<file path="src/rtl/gen_seq_ctrl.sv">
// gen_seq_ctrl
//   Transaction controller for the LFSR generator -> FIFO -> consumer path.
//   A start pulse enables the generator until burst_len words have been
//   written into the FIFO, then drains the same number of words through the
//   FIFO read port and pulses done. Supports abort (with FIFO clear),
//   occupancy bookkeeping and a sticky overflow flag.
//
// Ports
//   clk        : system clock (shared with generator and FIFO)
//   rst_n      : synchronous active-low reset
//   start      : single-cycle transaction request, sampled in IDLE only
//   abort      : synchronous abort, ignored in IDLE
//   burst_len  : words per transaction, latched on an accepted start
//   full/empty : FIFO status flags
//   wrreq_mon  : generator wrreq, counts actual writes
//   rd_ready   : consumer can take a word this cycle
//   ENgen      : generator enable
//   ENwrk      : generator work enable
//   rdreq      : FIFO read request
//   fifo_sclr  : one-cycle FIFO clear following an abort
//   busy       : high in every state except IDLE
//   done       : one-cycle completion pulse
//   ovf_err    : sticky, a write was seen while full was high
//   wr_cnt     : words written in the current transaction
//   rd_cnt     : words read in the current transaction
module gen_seq_ctrl #(
  parameter int CNT_W = 8
) (
  input  logic             clk,
  input  logic             rst_n,
  input  logic             start,
  input  logic             abort,
  input  logic [CNT_W-1:0] burst_len,
  input  logic             full,
  input  logic             empty,
  input  logic             wrreq_mon,
  input  logic             rd_ready,
  output logic             ENgen,
  output logic             ENwrk,
  output logic             rdreq,
  output logic             fifo_sclr,
  output logic             busy,
  output logic             done,
  output logic             ovf_err,
  output logic [CNT_W-1:0] wr_cnt,
  output logic [CNT_W-1:0] rd_cnt
);

  typedef enum logic [2:0] {
    S_IDLE,
    S_FILL,
    S_FLUSH,
    S_DRAIN,
    S_DONE
  } state_t;

  state_t           r_state;
  logic [CNT_W-1:0] r_len_q;
  logic [CNT_W-1:0] r_iss_cnt;
  logic [CNT_W-1:0] r_wr_cnt;
  logic [CNT_W-1:0] r_rd_cnt;
  logic             r_ovf_err;
  logic             r_fifo_sclr;

  logic             w_abort_act;
  logic             w_engen;
  logic             w_enwrk;
  logic             w_rdreq;
  logic             w_done;
  logic [CNT_W-1:0] w_iss_nxt;
  logic [CNT_W-1:0] w_rd_nxt;

  // Enables and rdreq react to full/empty/rd_ready in the same cycle, so they
  // are decoded from registered state rather than registered themselves.
  // Abort gates them off in the abort cycle itself.
  always_comb begin
    w_abort_act = abort && (r_state != S_IDLE);
    w_engen     = (r_state == S_FILL) && (r_iss_cnt < r_len_q) && !full && !abort;
    w_enwrk     = ((r_state == S_FILL) || (r_state == S_FLUSH)) && !abort;
    w_rdreq     = (r_state == S_DRAIN) && !empty && rd_ready &&
                  (r_rd_cnt < r_len_q) && !abort;
    w_done      = (r_state == S_DONE) && !abort;
    w_iss_nxt   = r_iss_cnt + CNT_W'(w_engen);
    w_rd_nxt    = r_rd_cnt + CNT_W'(w_rdreq);
  end

  always_ff @(posedge clk) begin
    if (!rst_n) begin
      r_state     <= S_IDLE;
      r_len_q     <= '0;
      r_iss_cnt   <= '0;
      r_wr_cnt    <= '0;
      r_rd_cnt    <= '0;
      r_ovf_err   <= 1'b0;
      r_fifo_sclr <= 1'b0;
    end else begin
      r_fifo_sclr <= 1'b0;

      // Overflow watch runs in every state, including stray IDLE writes.
      if (wrreq_mon && full)
        r_ovf_err <= 1'b1;

      if (wrreq_mon && ((r_state == S_FILL) || (r_state == S_FLUSH)))
        r_wr_cnt <= r_wr_cnt + 1'b1;

      if (w_abort_act) begin
        r_state     <= S_IDLE;
        r_fifo_sclr <= 1'b1;
      end else begin
        case (r_state)
          S_IDLE: begin
            if (start) begin
              r_len_q   <= burst_len;
              r_iss_cnt <= '0;
              r_wr_cnt  <= '0;
              r_rd_cnt  <= '0;
              r_ovf_err <= 1'b0;
              r_state   <= (burst_len == '0) ? S_DONE : S_FILL;
            end
          end
          S_FILL: begin
            r_iss_cnt <= w_iss_nxt;
            // Leave on the cycle the last word is issued; FLUSH absorbs the
            // generator's one-cycle enable-to-write latency.
            if (w_iss_nxt == r_len_q)
              r_state <= S_FLUSH;
          end
          S_FLUSH: begin
            if (r_wr_cnt == r_len_q)
              r_state <= S_DRAIN;
          end
          S_DRAIN: begin
            r_rd_cnt <= w_rd_nxt;
            if (w_rd_nxt == r_len_q)
              r_state <= S_DONE;
          end
          S_DONE: begin
            r_state <= S_IDLE;
          end
          default: begin
            r_state <= S_IDLE;
          end
        endcase
      end
    end
  end

  assign ENgen     = w_engen;
  assign ENwrk     = w_enwrk;
  assign rdreq     = w_rdreq;
  assign done      = w_done;
  assign busy      = (r_state != S_IDLE);
  assign fifo_sclr = r_fifo_sclr;
  assign ovf_err   = r_ovf_err;
  assign wr_cnt    = r_wr_cnt;
  assign rd_cnt    = r_rd_cnt;

endmodule

</file>
<file path="config.mk">
export PLATFORM = sky130hd
export DESIGN_NAME = gen_seq_ctrl
export DESIGN_NICKNAME = d
export VERILOG_FILES = /design/src/rtl/gen_seq_ctrl.sv
export SDC_FILE = /design/constraint.sdc
export NUM_CORES = 1
export LEC_CHECK = 0
export ABC_AREA = 0
export CAP_MARGIN = 20
export CORE_MARGIN = 2
export CORE_UTILIZATION = 30
export DETAILED_ROUTE_END_ITERATION = 8
export PLACE_DENSITY_LB_ADDON = 0.25
export SYNTH_ARGS = -nofsm -noshare
export SYNTH_HDL_FRONTEND = slang
export SYNTH_SLANG_ARGS = --single-unit
</file>
<file path="constraint.sdc">
create_clock -name clk -period 4.9 [get_ports clk]
set_clock_uncertainty 0.1 [all_clocks]
set_input_delay 0.98 -clock clk [delete_from_list [all_inputs] [get_ports clk]]
set_output_delay 0.98 -clock clk [all_outputs]
set_load 0.01 [all_outputs]
</file>
Word-level counts from Yosys, hierarchy flattened
Index checks and enable logic that the tools add are counted.
Widths: inputs -> output; s select.
{ "word_totals": {"romBits": 0, "regBits": 37, "latch_bits": 0, "input_bits": 16, "ram_bits": 0, "n_memories": 0, "output_inout_bits": 23, "elab_cells": 69} }
{ "op_classes": {"n_addsub": 3, "muxes": 18, "multipliers": 0, "n_reduce_logical": 26, "bitwise": 2, "order_cmp": 2, "shift": 0, "eq_ne": 11, "n_div": 0} }
{ "op_table": {"columns": ["operator", "n"], "rows": [
  ["$mux 8", 5],
  ["$pmux 8 s2", 2],
  ["$eq 8x8->1", 3],
  ["$add 8x1->8", 2],
  ["$lt 8x8->1", 2],
  ["$mux 3", 5],
  ["$logic_and 1x1->1", 12],
  ["$pmux 3 s4", 1],
  ["$reduce_and 3->1", 3],
  ["$add 8x1->8 const B", 1],
  ["$logic_not 8->1", 1],
  ["$eq 3x2->1 const B", 2],
  ["$ne 2x1->1 const B", 3],
  ["$mux 1", 5],
  ["$reduce_and 4->1", 1],
  ["$reduce_bool 2->1", 2],
  ["$eq 3x1->1 const B", 1],
  ["$eq 3x3->1 const B", 1],
  ["$logic_not 1->1", 3],
  ["$logic_not 3->1", 1],
  ["$reduce_bool 3->1", 1],
  ["$ne 2x2->1 const B", 1],
  ["$not 1->1", 2],
  ["$reduce_or 2->1", 1],
  ["$logic_or 1x1->1", 1]
]} }

Logic depth before layout (Yosys ltp)
{ "logic_depth": {"word_depth": 9, "depth_mapped": 16, "depth_no_buf": 15} }

Worst setup path after synthesis
No wires, ideal clock.
{ "synth_timing": {"path_kind": "input -> register", "start": "input port abort", "end": "register r_state[1]", "t_arrival_ns": 3.829, "required_ns": 4.708, "path_stages": 13, "path_buffers": 2, "slack_ns": 0.880, "setup_ns": 0.092, "path_cell_list": "clkbuf_1 -> or3_1 -> clkbuf_1 -> a2111oi_0 -> o21a_1 -> ha_1 -> ha_1 -> and3_1 -> nand3_1 -> xnor2_1 -> nor4_1 -> a311oi_1 -> nor4_1"} }
{ "synth_via": {"elab_chain_cells": 6, "word_cells_on_any_way": 12, "cone_classes": "add/sub: 2; eq/ne: 4; reduce/logical: 6"} }
{ "synth_rtl": {"columns": ["element", "line_no", "text"], "rows": [
  ["start, declared", "32", "input logic abort,"],
  ["$logic_not 1->1", "78", "w_engen = (r_state == S_FILL) && (r_iss_cnt < r_len_q) && !full && !abort;"],
  ["$logic_and 1x1->1", "78", null],
  ["net ENgen", "38", "output logic ENgen,"],
  ["$add 8x1->8", "83", "w_iss_nxt = r_iss_cnt + CNT_W'(w_engen);"],
  ["$eq 8x8->1", "125", "if (w_iss_nxt == r_len_q)"],
  ["$ne 2x1->1 (no line)", null, null],
  ["$reduce_and 4->1 (no line)", null, null],
  ["end signal, assigned", "118", "r_state <= (burst_len == '0) ? S_DONE : S_FILL;"],
  ["end, declared", "57", "state_t r_state;"]
]} }
The timed path passes the listed nets, and every way through them passes these cells.
A chain may end at the register's enable or synchronous reset.

Final worst setup path
{ "layout_timing": {"start": "input port abort", "end": "register r_state[1]"} }
{ "layout_via": {"elab_chain_cells": 6, "word_cells_on_any_way": 12, "cone_classes": "add/sub: 2; eq/ne: 4; reduce/logical: 6"} }
{ "layout_rtl": {"columns": ["element", "line_no"], "rows": [
  ["$logic_not 1->1", "78, 81"],
  ["$logic_and 1x1->1 (on tied branches)", "81, 78"],
  ["$add 8x1->8 (on tied branches)", "84, 83"],
  ["$eq 8x8->1 (on tied branches)", "134, 125"],
  ["$ne 2x1->1 (no line)", null],
  ["$reduce_and 4->1 (no line)", null]
]} }
Parallel ways exist; a longest one is shown, timed or not.

==> results.ini <==
[synth]
yosys_warnings = 0
synthCells = 330
ys_ff_latch = 37
syn_nets = 365
syn_area_per_cell_um2 = 8.20
seq_area_frac_synth = 0.274
async_flop_share = 0
synth.distinct_cells = 57
syn-cell-area_um2 = 2710
synth_edf_count = 0
synth_ff_type = dfxtp_1

[clock_network]
cts_tree = built
clkTransAtPathRegs_ps = 80
htreeDepth = 2
cts_setup_buffers = 0
ctsLongestPathBuffers = 2
worstSkewPairLatency_ps = 290
ctsHoldBuffers = 0
cts_num_sinks = 37
cts_buffers = 5
clock-root-buffer = clkbuf_8
ctsResizeCount = 0

[route]
met2WireLength_mm = 3.28
firstDrtPassIters = 4
wl_per_cell_um = 15.4
top_layer_used = met4
ant_nets = 0
drcViolationCount = 0
drt-initial-drc-count = 115
dr_total_vias = 2372
wl_met1_mm = 3.58
vias_per_cell = 5.13
wirelength_mm = 7.12
routed-wl-met3_um = 196

[placement]
io_buffers = 38
place_ws_ps = 458
hpwlAfterDp_mm = 5.20
gp_congestion = 0.839

[finish]
nets = 388
fillCellCount = 918
antenna_cells = 0
areaGrowthSynthToFinish_pct = 16.8
drive_above_1_share = 0.0565

[floorplan]
core_um2 = 8720
rows = 34
die_w_um = 99.0
die_h_um = 99.0
io_pins = 39
die_area_um2 = 9790
initial_core_util = 0.310

[global_routing]
grt_max_degree = 30
grt_usage = 0.154
grt-ovfl-total = 0
grt_first_pass_wirelength_mm = 12.1
first_global_vias = 2316
antenna_found_initial = 0

[min_path]
hp-class = flip-flop to flip-flop

[sta]
relSlewSlack = 0.327
finalMaxSlewViolations = 0
rsz0062_at_grt = false
setup_viol_count_final = 0
fin_ws_ps = 732
post-route-min-period_ps = 4170
fin_setup_tns_ps = 0
worst_slew_pin_slew_ps = 1010
fmax_mhz = 240
finalCritPeriodShare = 0.851
hold_viol = 0

[pwr]
p_leak_nw = 1.18
ir_drop_mv = 0.0997
p_per_area_nw_per_um2 = 215

[critical_path]
crit_required_ps = 5000
cp-start-kind = primary input
critical_path_class = primary input to flip-flop
critPathArrivalTime_ps = 4270
critPathCaptureType = flip-flop
cp_max_fo = 7

[job]
maxCapViolCount = 0

[outcome]
outcome = completed

[worst paths after layout]
path / end / startpoint / slack, ps / depth (start not counted)
setup / recovery: r_state[1] / abort / 730 / 12
hold / removal: ovf_err / ovf_err / 390 / 2
setup reg to reg: r_state[0] / r_len_q[1] / 1000 / 15
hold reg to reg: ovf_err / ovf_err / 390 / 2
[sequential cells by signal, summed over array words and instances (netlist names)]
name / count
r_len_q: 8
rd_cnt: 8
ovf_err: 1
wr_cnt: 8
r_iss_cnt: 8
fifo_sclr: 1
r_state: 3
[worst max-delay path: stages]
cell and delay [ps]:
clkdlybuf4s50_1 440, or3_1 390, a2111oi_0 480, o21a_1 220
ha_1 160, ha_1 260, and3_1 210, nand3_1 150
xnor2_1 170, nor4_1 370, a311oi_1 200, nor4_1 240
[area by class of cell]
cell class,count,area [um2],area share
Multi-Input combinational cell,260,1770,0.559
Timing Repair Buffer,40,395,0.125
Inverter,9,33.8,0.0107
Sequential cell,37,741,0.234
Clock buffer,6,72.6,0.0230
Clock inverter,2,15.0,0.00475
Tap cell,108,135,0.0428
[report_power, final]
group | switching [W] | internal, W
Clock | 0.000116 | 0.000100
Sequential | 0.0000204 | 0.000308
Combinational | 0.0000707 | 0.0000649
[through the flow]
stage / instance area, um2 / hold WS, ps / power (W) / instances / utilization
global placement: 3070 / 362 / 0.000471 / 454 / 0.352
global route: 3160 / 457 / 0.000723 / 462 / 0.362
CTS: 3160 / 394 / 0.000693 / 462 / 0.362
floorplan: 2710 / 366 / 0.000428 / 330 / -
finish: 3160 / 386 / 0.000681 / 462 / 0.362
detailed placement: 3070 / 369 / 0.000471 / 454 / 0.352
[layer usage]
layer / GRT usage / vias up
met5: 0 / -
met4: 0.0379 / 0
met3: 0.0255 / 6
met2: 0.243 / 39
met1: 0.218 / 1121
li1: - / 1206
[cells in the final DEF (no fill, tap or decap), drive strengths merged, types with 2 or more instances in the layout]
| cell type | instances |
|---|---|
| nor4 | 7 |
| xor2 | 14 |
| a31oi | 3 |
| and3 | 11 |
| inv | 9 |
| clkdlybuf4s50 | 38 |
| a21oi | 13 |
| a21o | 8 |
| o211ai | 3 |
| nor2 | 21 |
| dfxtp | 37 |
| o21ai | 14 |
| a2111oi | 2 |
| nand2 | 38 |
| o21a | 3 |
| a32oi | 2 |
| nand3 | 15 |
| nand4 | 3 |
| nor3b | 3 |
| nand3b | 4 |
| a21boi | 13 |
| ha | 19 |
| nor3 | 13 |
| xnor2 | 19 |
| a22oi | 3 |
| nand2b | 3 |
| clkinvlp | 2 |
| buf | 2 |
| nor2b | 9 |
| clkbuf | 6 |
[kinds of logic (layout without fill, tap and decap cells)]
family                     count (synthesis)  count (layout)  synth area share
adders and majority gates                 19              19            0.0879
xor gates and xnor gates                  33              33             0.107
DFF                                       37              37             0.274
buffers and inverters                     33              57            0.0726
AOI/OAI and AO/OA                         71              71             0.184
and+or+nand+nor                          136             136             0.272
muxes                                      1               1           0.00370
[cells in the mapped netlist (all sizes together), types with 3 or more instances]
library cell  number  area (um2)
nand2             38         143
a21boi            13        97.6
nand3             15        92.6
nor2b              9        56.3
nor4               7        43.8
nor3              13        70.1
a31oi              3        18.8
inv                9        33.8
xor2              14         123
a21oi             13        65.1
buf                6        53.8
o211ai             3        22.5
nor3b              3        27.5
a22oi              3        22.5
dfxtp             37         741
xnor2             19         166
and3              11        71.3
o21ai             14        70.1
nand2b             3        26.3
a21o               8        60.1
o21a               3        22.5
nand3b             4        30.0
ha                19         238
nor2              21        78.8
clkbuf            18         109
nand4              3        25.0
Power figures use the tool's default switching activity.
